File: src/rtl/bn_share_sched.sv
// bn_share_sched: round-robin sharing of one batch-norm/ReLU datapath among
// NO_REQ requesters. Each requester has its own coefficient set. A tag pipe
// that runs in step with the datapath sends every result back to the
// requester that issued the beat.

// One requester's per-channel a/b coefficient set.
module bn_share_coef_set #(
  parameter int NO_CH = 10,
  parameter int BW_A  = 12,
  parameter int BW_B  = 12,
  parameter int CW    = 4
) (
  input  logic                  clk,
  input  logic                  rst,
  input  logic                  we,
  input  logic [CW-1:0]         ch,
  input  logic [BW_A-1:0]       a,
  input  logic [BW_B-1:0]       b,
  output logic [NO_CH*BW_A-1:0] set_a,
  output logic [NO_CH*BW_B-1:0] set_b
);

  // Write one channel; an out-of-range channel matches no slot and is dropped.
  always_ff @(posedge clk) begin
    if (rst) begin
      set_a <= '0;
      set_b <= '0;
    end else if (we) begin
      for (int c = 0; c < NO_CH; c++) begin
        if (ch == CW'(c)) begin
          set_a[c*BW_A +: BW_A] <= a;
          set_b[c*BW_B +: BW_B] <= b;
        end
      end
    end
  end

endmodule

module bn_share_sched #(
  parameter int NO_REQ = 4,
  parameter int NO_CH  = 10,
  parameter int BW_IN  = 12,
  parameter int BW_OUT = 12,
  parameter int BW_A   = 12,
  parameter int BW_B   = 12,
  parameter int DP_LAT = 4,
  localparam int SW = (NO_REQ > 1) ? $clog2(NO_REQ) : 1,
  localparam int CW = (NO_CH > 1) ? $clog2(NO_CH) : 1
) (
  input  logic                           clk,
  input  logic                           rst,
  input  logic [NO_REQ-1:0]              req,
  input  logic [NO_REQ*NO_CH*BW_IN-1:0]  req_data,
  output logic [NO_REQ-1:0]              gnt,
  input  logic                           cfg_we,
  input  logic [SW-1:0]                  cfg_sel,
  input  logic [CW-1:0]                  cfg_ch,
  input  logic [BW_A-1:0]                cfg_a,
  input  logic [BW_B-1:0]                cfg_b,
  output logic                           dp_vld_in,
  output logic [NO_CH*BW_IN-1:0]         dp_data_in,
  output logic [NO_CH*BW_A-1:0]          dp_a,
  output logic [NO_CH*BW_B-1:0]          dp_b,
  input  logic                           dp_vld_out,
  input  logic [NO_CH*BW_OUT-1:0]        dp_data_out,
  output logic [NO_REQ-1:0]              rsp_vld,
  output logic [NO_CH*BW_OUT-1:0]        rsp_data,
  output logic                           err
);

  localparam int MW = $clog2(DP_LAT + 1);

  logic [NO_REQ-1:0][NO_CH*BW_IN-1:0] req_arr;
  logic [NO_REQ-1:0][NO_CH*BW_A-1:0]  coef_a;
  logic [NO_REQ-1:0][NO_CH*BW_B-1:0]  coef_b;
  logic [SW-1:0]                      ptr, ptr_nxt, gidx, idx;
  logic                               hit, take;
  int                                 j;
  logic [DP_LAT:0]                    vld_pipe;
  logic [DP_LAT:0][SW-1:0]            tag_pipe;
  logic                               tag_vld;
  logic [SW-1:0]                      tag_k;
  logic [MW-1:0]                      mask_cnt;

  assign req_arr = req_data;

  // Coefficient sets, one per requester.
  for (genvar k = 0; k < NO_REQ; k++) begin : g_coef
    bn_share_coef_set #(.NO_CH(NO_CH), .BW_A(BW_A), .BW_B(BW_B), .CW(CW)) u_set (
      .clk   (clk),
      .rst   (rst),
      .we    (cfg_we && (cfg_sel == SW'(k))),
      .ch    (cfg_ch),
      .a     (cfg_a),
      .b     (cfg_b),
      .set_a (coef_a[k]),
      .set_b (coef_b[k])
    );
  end

  // Find the first requesting index at or above the pointer, wrapping around.
  always_comb begin
    hit  = 1'b0;
    gidx = '0;
    j    = 0;
    idx  = '0;
    for (int i = 0; i < NO_REQ; i++) begin
      j = int'(ptr) + i;
      if (j >= NO_REQ) j = j - NO_REQ;
      idx = SW'(j);
      if (!hit && req[idx]) begin
        hit  = 1'b1;
        gidx = idx;
      end
    end
  end

  // A config write steals the cycle; no grant is given during reset either.
  assign take    = hit && !cfg_we && !rst;
  assign ptr_nxt = (gidx == SW'(NO_REQ - 1)) ? '0 : gidx + SW'(1);

  // One-hot grant from the winning index.
  always_comb begin
    gnt = '0;
    if (take) gnt[gidx] = 1'b1;
  end

  // Pointer moves past the winner; it holds on idle or blocked cycles.
  always_ff @(posedge clk) begin
    if (rst)       ptr <= '0;
    else if (take) ptr <= ptr_nxt;
  end

  // Issue register: payload and coefficients of the winner, held when idle.
  always_ff @(posedge clk) begin
    if (rst) begin
      dp_data_in <= '0;
      dp_a       <= '0;
      dp_b       <= '0;
    end else if (take) begin
      dp_data_in <= req_arr[gidx];
      dp_a       <= coef_a[gidx];
      dp_b       <= coef_b[gidx];
    end
  end

  // Tag pipe: stage 0 sits beside dp_vld_in, the last stage beside dp_vld_out.
  always_ff @(posedge clk) begin
    if (rst) begin
      vld_pipe <= '0;
      tag_pipe <= '0;
    end else begin
      vld_pipe <= {vld_pipe[DP_LAT-1:0], take};
      tag_pipe <= {tag_pipe[DP_LAT-1:0], gidx};
    end
  end

  assign dp_vld_in = vld_pipe[0];
  assign tag_vld   = vld_pipe[DP_LAT];
  assign tag_k     = tag_pipe[DP_LAT];
  assign rsp_data  = dp_data_out;

  // Steer a result only when the datapath and the tag pipe agree.
  always_comb begin
    rsp_vld = '0;
    if (tag_vld && dp_vld_out) rsp_vld[tag_k] = 1'b1;
  end

  // Beats dropped by a reset still leave the datapath for DP_LAT cycles;
  // keep the consistency check blind while they drain.
  always_ff @(posedge clk) begin
    if (rst)                 mask_cnt <= MW'(DP_LAT);
    else if (mask_cnt != '0) mask_cnt <= mask_cnt - MW'(1);
  end

  // Sticky flag for a datapath valid that disagrees with the tag pipe.
  always_ff @(posedge clk) begin
    if (rst)                                             err <= 1'b0;
    else if ((mask_cnt == '0) && (dp_vld_out != tag_vld)) err <= 1'b1;
  end

endmodule

File: config.mk
export PLATFORM = sky130hd
export DESIGN_NAME = bn_share_sched
export DESIGN_NICKNAME = d
export VERILOG_FILES = /design/src/rtl/bn_share_sched.sv
export SDC_FILE = /design/constraint.sdc
export NUM_CORES = 2
export LEC_CHECK = 0
export CAP_MARGIN = 20
export CORE_AREA = 2 2 444 446
export DETAILED_ROUTE_END_ITERATION = 8
export DIE_AREA = 0 0 446 448
export HOLD_SLACK_MARGIN = 0.1
export MAX_ROUTING_LAYER = met4
export SLEW_MARGIN = 40
export SYNTH_ARGS = -nofsm -noshare
export SYNTH_HDL_FRONTEND = slang
export SYNTH_HIERARCHICAL = 1
export SYNTH_SLANG_ARGS = --single-unit
File: constraint.sdc
create_clock -name clk -period 1.75 [get_ports clk]
set_input_delay 0.2625 -clock clk [delete_from_list [all_inputs] [get_ports clk]]
set_output_delay 0.2625 -clock clk [all_outputs]
set_load 0.005 [all_outputs]
### Yosys cells after proc, flatten, opt, wreduce, memory -nomap -nowiden

Index checks and enable logic that the tools add are counted.

* eq/ne operators: 14
* reductions and logical operators: 62
* add/subtract/negate cells: 9
* $lt $le $gt $ge: 12
* multiplexer cells: 33

Operators by type and width (count)
* $bmux W120 S2: 3
* $mux W120: 3
* $reduce_and A2 Y1: 40
* $lt A2 B3 Y1 const B: 6
* $mux W2: 9
* $eq A4 B3 Y1 const B: 4
* $logic_and A1 B1 Y1: 13
* $mux W1: 10
* $ge A3 B3 Y1 const B: 3
* $bmux W1 S2: 4
* $eq A4 B2 Y1 const B: 2
* $eq A4 B4 Y1 const B: 2
* $mux W4: 2
* $sub A2 B1 Y2 const B: 4
* $add A2 B2 Y3 const B: 2
* $eq A2 B2 Y1 const B: 3
* $logic_not A1 Y1: 5
* $demux W1 S2: 2
* $eq A4 B1 Y1 const B: 1
* $ge A2 B1 Y1 const B: 2
* $logic_not A4 Y1: 1
* $add A2 B1 Y3 const B: 1
* $ge A2 B3 Y1 const B: 1
* $logic_not A3 Y1: 1
* other kinds (6): 6

* word-level logic and storage cells: 222
* bits in registers: 1341

### Longest topological paths before layout

* depth after elaboration: 19
* gate-level depth with buffers: 9
* mapped depth without buffers: 5

### By module

Netlist, hierarchy kept.

Modules (own cells, without submodules)
* bn_share_coef_set: times used 4, sequential area each 4804.6 um^2, cells each 838, area an instance 9447.8 um^2
* bn_share_sched: times used 1, sequential area each 7627.3 um^2, cells each 1855, area an instance 19160.9 um^2

### Worst setup path after synthesis

OpenSTA, ideal clock, no wires.

* kind: reg2out
* start point: register ptr[1]
* end point: output gnt[1]
* slack: -0.097 ns
* required time: 1.487 ns
* path buffers: 3
* arrival: 1.585 ns
* stages on the path, launching flop included: 9
* path through: dfxtp_1 -> buf_2 -> a21o_1 -> a21oi_1 -> o22ai_2 -> nand2_1 -> buf_2 -> buf_1 -> nor2_1

* longest elaborated chain between the ends: 19
* elaborated cells between the ends (all ways): 45
* classes of those cells: add/sub (7); order compare (6); mux (23); reduce/logical (9)

RTL lines
* start, declared: line 77 `logic [SW-1:0] ptr, ptr_nxt, gidx, idx;`
* start signal, assigned: line 132 `else if (take) ptr <= ptr_nxt;`
* branches (longest 18 deep; another with $add A2 B1 Y3)
* $mux W4 (*): line 126 `if (take) gnt[gidx] = 1'b1;`
* end, declared: line 55 `output logic [NO_REQ-1:0] gnt,`

Mark *: on every way between the ends. The select of a mux whose other input is x is not followed.

### Worst setup path after layout

* start point: register ptr[0]
* end point: output gnt[0]

The elaborated chain is that of the path after synthesis.

==> run summary <==
Tcrit/Tclk final: 1.31
# DRC: 0
vias in the first global route: 48600
drt initial violations: 4819
internal power: 55.1 mW
Final setup viols: 369
worst hold path type: input port to register
Via density: 5.18
initial antenna violation count: 19
fmax: 438 MHz
Num CTS Buffers: 148
Rows: 162
gpl congestion: 0.938
status: finished with violations
Final Slew Violations: 0
cell mode on critical path: buf_6
placed insts: 8483
Logic pwr share: 0.123
crit path DAT: 2.02 ns
CTS tree: done
vias: 47700
initial core utilization: 0.293
Port-buffer cells: 887
WL met1: 98300 µm
Die H: 448 µm
CP required: 1.49 ns
Startpoint Class: register
GR Util All Layers: 0.246
IO Pins: 1128
synth top area cells: dfxtp_1 (47%), mux2i_1 (23%), nand2b_1 (12%), a222oi_1 (6.3%), o21ai_1 (2.1%)
Bufs and invs on worst path: 2
Clock Path Buffers: 3
Layout Cells excl Fill: 9205
utilization after layout: 0.428
number of enable flip-flop cells after synthesis: 0
DR WL met3: 14500 µm
layout cells sized above 1: 0.179
length of the first detailed-routing pass in iterations: 8
Seq/Total Area, Yosys: 0.471
share of the synthesized area in the top cell type: 0.471
Slew @ Worst Pin: 0.755 ns
largest family of logic cells by synthesized area: multiplexers
top post-synthesis cells by count: dfxtp_1 (1341), mux2i_1 (1320), nand2b_1 (1057)
worst slack, placed: -0.961 ns
Power Dens Cells: 880 mW/mm²
switching power share of the total: 0.248
Leak Pwr: 38.9 nW
Nets: 7182
die area: 0.200 mm²
most frequent cell after synthesis: dfxtp_1
area leader, netlist: dfxtp_1
CP Class: register to output port
syn nets: 5848
Final Hold Vio Count: 0
post-synthesis compound-gate area fraction: 0.0973
critical path's largest stage delay: 0.35 ns
CP top delay family: compound AO/OA/AOI/OAI gates
final worst clock skew: 0.0271 ns
Final Critical Period: 2.28 ns
Ys Warns: 6
mux contribution to synthesized area: 0.232
slowest CP cell: dfxtp_2
peak supply drop: 1.04 mV
WL final: 255000 µm
CP Max Fanout: 4
area of the mapped netlist: 0.0570 mm²
Synth Area in XOR/XNOR: 0.000154
Slew Limit Headroom: 0.496
met2 routed WL: 125000 µm
P&R area growth vs syn: 46.2%
first-pass GRT wire length: 349000 µm
sequential share of power: 0.426
Psw: 18.1 mW
GRT overflow: 0
setup ws final: -0.534 ns
worst-path cell chain: buf_6 -> nor2b_4 -> a211o_1 -> a21o_4 -> and3_4 -> buf_6
max layer used: met4
clk sinks: 1341
asr flop ratio synth: 0
Routed Antenna Nets: 0
largest net degree at the start of global routing: 152
synthesized area per cell: 10.9 µm²
H-tree depth: 4
Max-Cap Viols: 0
clock group share of total power: 0.450
Skew-Pair Late Insertion Delay: 0.81 ns
Layout fillers: 18100
Worst-path clk slew: 0.06 ns
adder-cell share of the synthesized area: 0.000659
Root Buffer Master: clkbuf_16
Yosys reg bits: 1341
Tot Pwr: 73.2 mW
wire per inst: 27.7 µm
Post-Synthesis Cells: 5207
Main synth FF type: dfxtp_1
CP endpoint kind: output port
Yosys cell types: 46
post-synthesis simple-gate area fraction: 0.132
unrepaired setup endpoints after global routing: true
Die W: 446 µm
failing checks: negative setup slack
Core Area: 0.195 mm²
Detailed Place HPWL: 170000 µm
[sequential cells by signal (all words and copies together) (netlist names)]
signal              flops
dp_a                  120
vld_pipe                5
mask_cnt                3
g_coef.u_set/set_a    480
dp_data_in            120
err                     1
tag_pipe                8
g_coef.u_set/set_b    480
ptr                     2
dp_b                  120
tag_k                   2
[worst reg2reg max path, cell delays in order, from the launching register on]
cell	delay, ns
dfxtp_2	0.32
buf_6	0.12
o21a_1	0.21
o2111a_4	0.30
buf_12	0.16
buf_12	0.17
buf_16	0.15
buf_12	0.13
clkbuf_16	0.15
a222oi_1	0.29
o21ai_1	0.12
[logic make-up after synthesis]
logic type | after synthesis
AO/OA/AOI/OAI | 737
XOR/XNOR | 1
adder cells (fa/ha/maj) | 3
buffers and inverters | 629
flip-flops | 1341
multiplexers | 1320
AND/OR/NAND/NOR | 1176
[power groups by stage]
stage / clock network, mW / logic, mW / registers [mW]
final: 33.0 / 9.04 / 31.2
after global routing: 34.6 / 9.35 / 31.2
after CTS: 33.4 / 8.69 / 31.2
after detailed placement: 0 / 7.77 / 32.0
after global placement: 0 / 7.75 / 32.0
after floorplan: 0 / 3.33 / 31.9
[area by class of cell]
| type | instances | area [µm²] | share of cell area |
|---|---|---|---|
| Timing Repair Buffer | 1806 | 21200 | 0.254 |
| Clock buffer | 212 | 4430 | 0.0532 |
| Clock inverter | 51 | 657 | 0.00789 |
| Antenna cell | 9 | 22.5 | 0.000271 |
| Inverter | 7 | 26.3 | 0.000316 |
| Tap cell | 2542 | 3180 | 0.0382 |
| Sequential cell | 1341 | 27300 | 0.328 |
| Multi-Input combinational cell | 3237 | 26500 | 0.318 |
[per-stage QoR]
stage          setup TNS, ns  hold WS (ns)  cell area [µm²]
2_1_floorplan              0         0.356            57000
3_3_place_gp         -814.60         0.420            71500
3_5_place_dp         -832.31         0.425            71500
4_1_cts              -184.97         0.101            81900
5_1_grt              -152.42         0.114            83200
6_report             -127.84         0.147            83200
[path summary, 6_finish.rpt]
kind / from / endpoint / slack, ns / cells after the start
max: ptr[0] / gnt[0] / -0.53 / 6
min: req_data[121] / dp_data_in[1] / 0.15 / 3
max reg2reg: ptr[1] / dp_a[46] / -0.51 / 10
min reg2reg: tag_pipe[5] / tag_pipe[7] / 0.43 / 1
[per-layer routing]
metal	global-route usage	vias up
met5	-	-
met4	0.142	0
met3	0.0381	669
met2	0.419	1974
met1	0.273	23800
li1	-	21200
[placed cells by master (no fill, tap or decap), types with 28 or more instances in the layout]
| master | count |
|---|---|
| mux2i_1 | 1311 |
| clkdlybuf4s15_2 | 54 |
| buf_16 | 40 |
| dfxtp_1 | 1171 |
| nand2b_1 | 1056 |
| buf_4 | 240 |
| clkdlybuf4s50_1 | 515 |
| dfxtp_2 | 79 |
| nand2_2 | 28 |
| clkbuf_16 | 183 |
| dlymetal6s2s_1 | 98 |
| buf_2 | 38 |
| buf_12 | 242 |
| dlygate4sd2_1 | 111 |
| o21ai_1 | 360 |
| clkbuf_8 | 42 |
| dfxtp_4 | 91 |
| a222oi_1 | 360 |
| dlygate4sd3_1 | 322 |
| clkdlybuf4s15_1 | 57 |
| buf_6 | 36 |
[repair_timing]
| item | CTS | global route |
|---|---|---|
| hold buffers | 322 | 0 |
| cloned | 43 | 40 |
| pin swaps | 62 | 148 |
| hold endpoints to repair | 118 | 0 |
| endpoints found under the setup margin | 738 | 725 |
| resized for setup | 1028 | 265 |
| buffers inserted | 33 | 37 |
(Power assumes the default switching activity.)
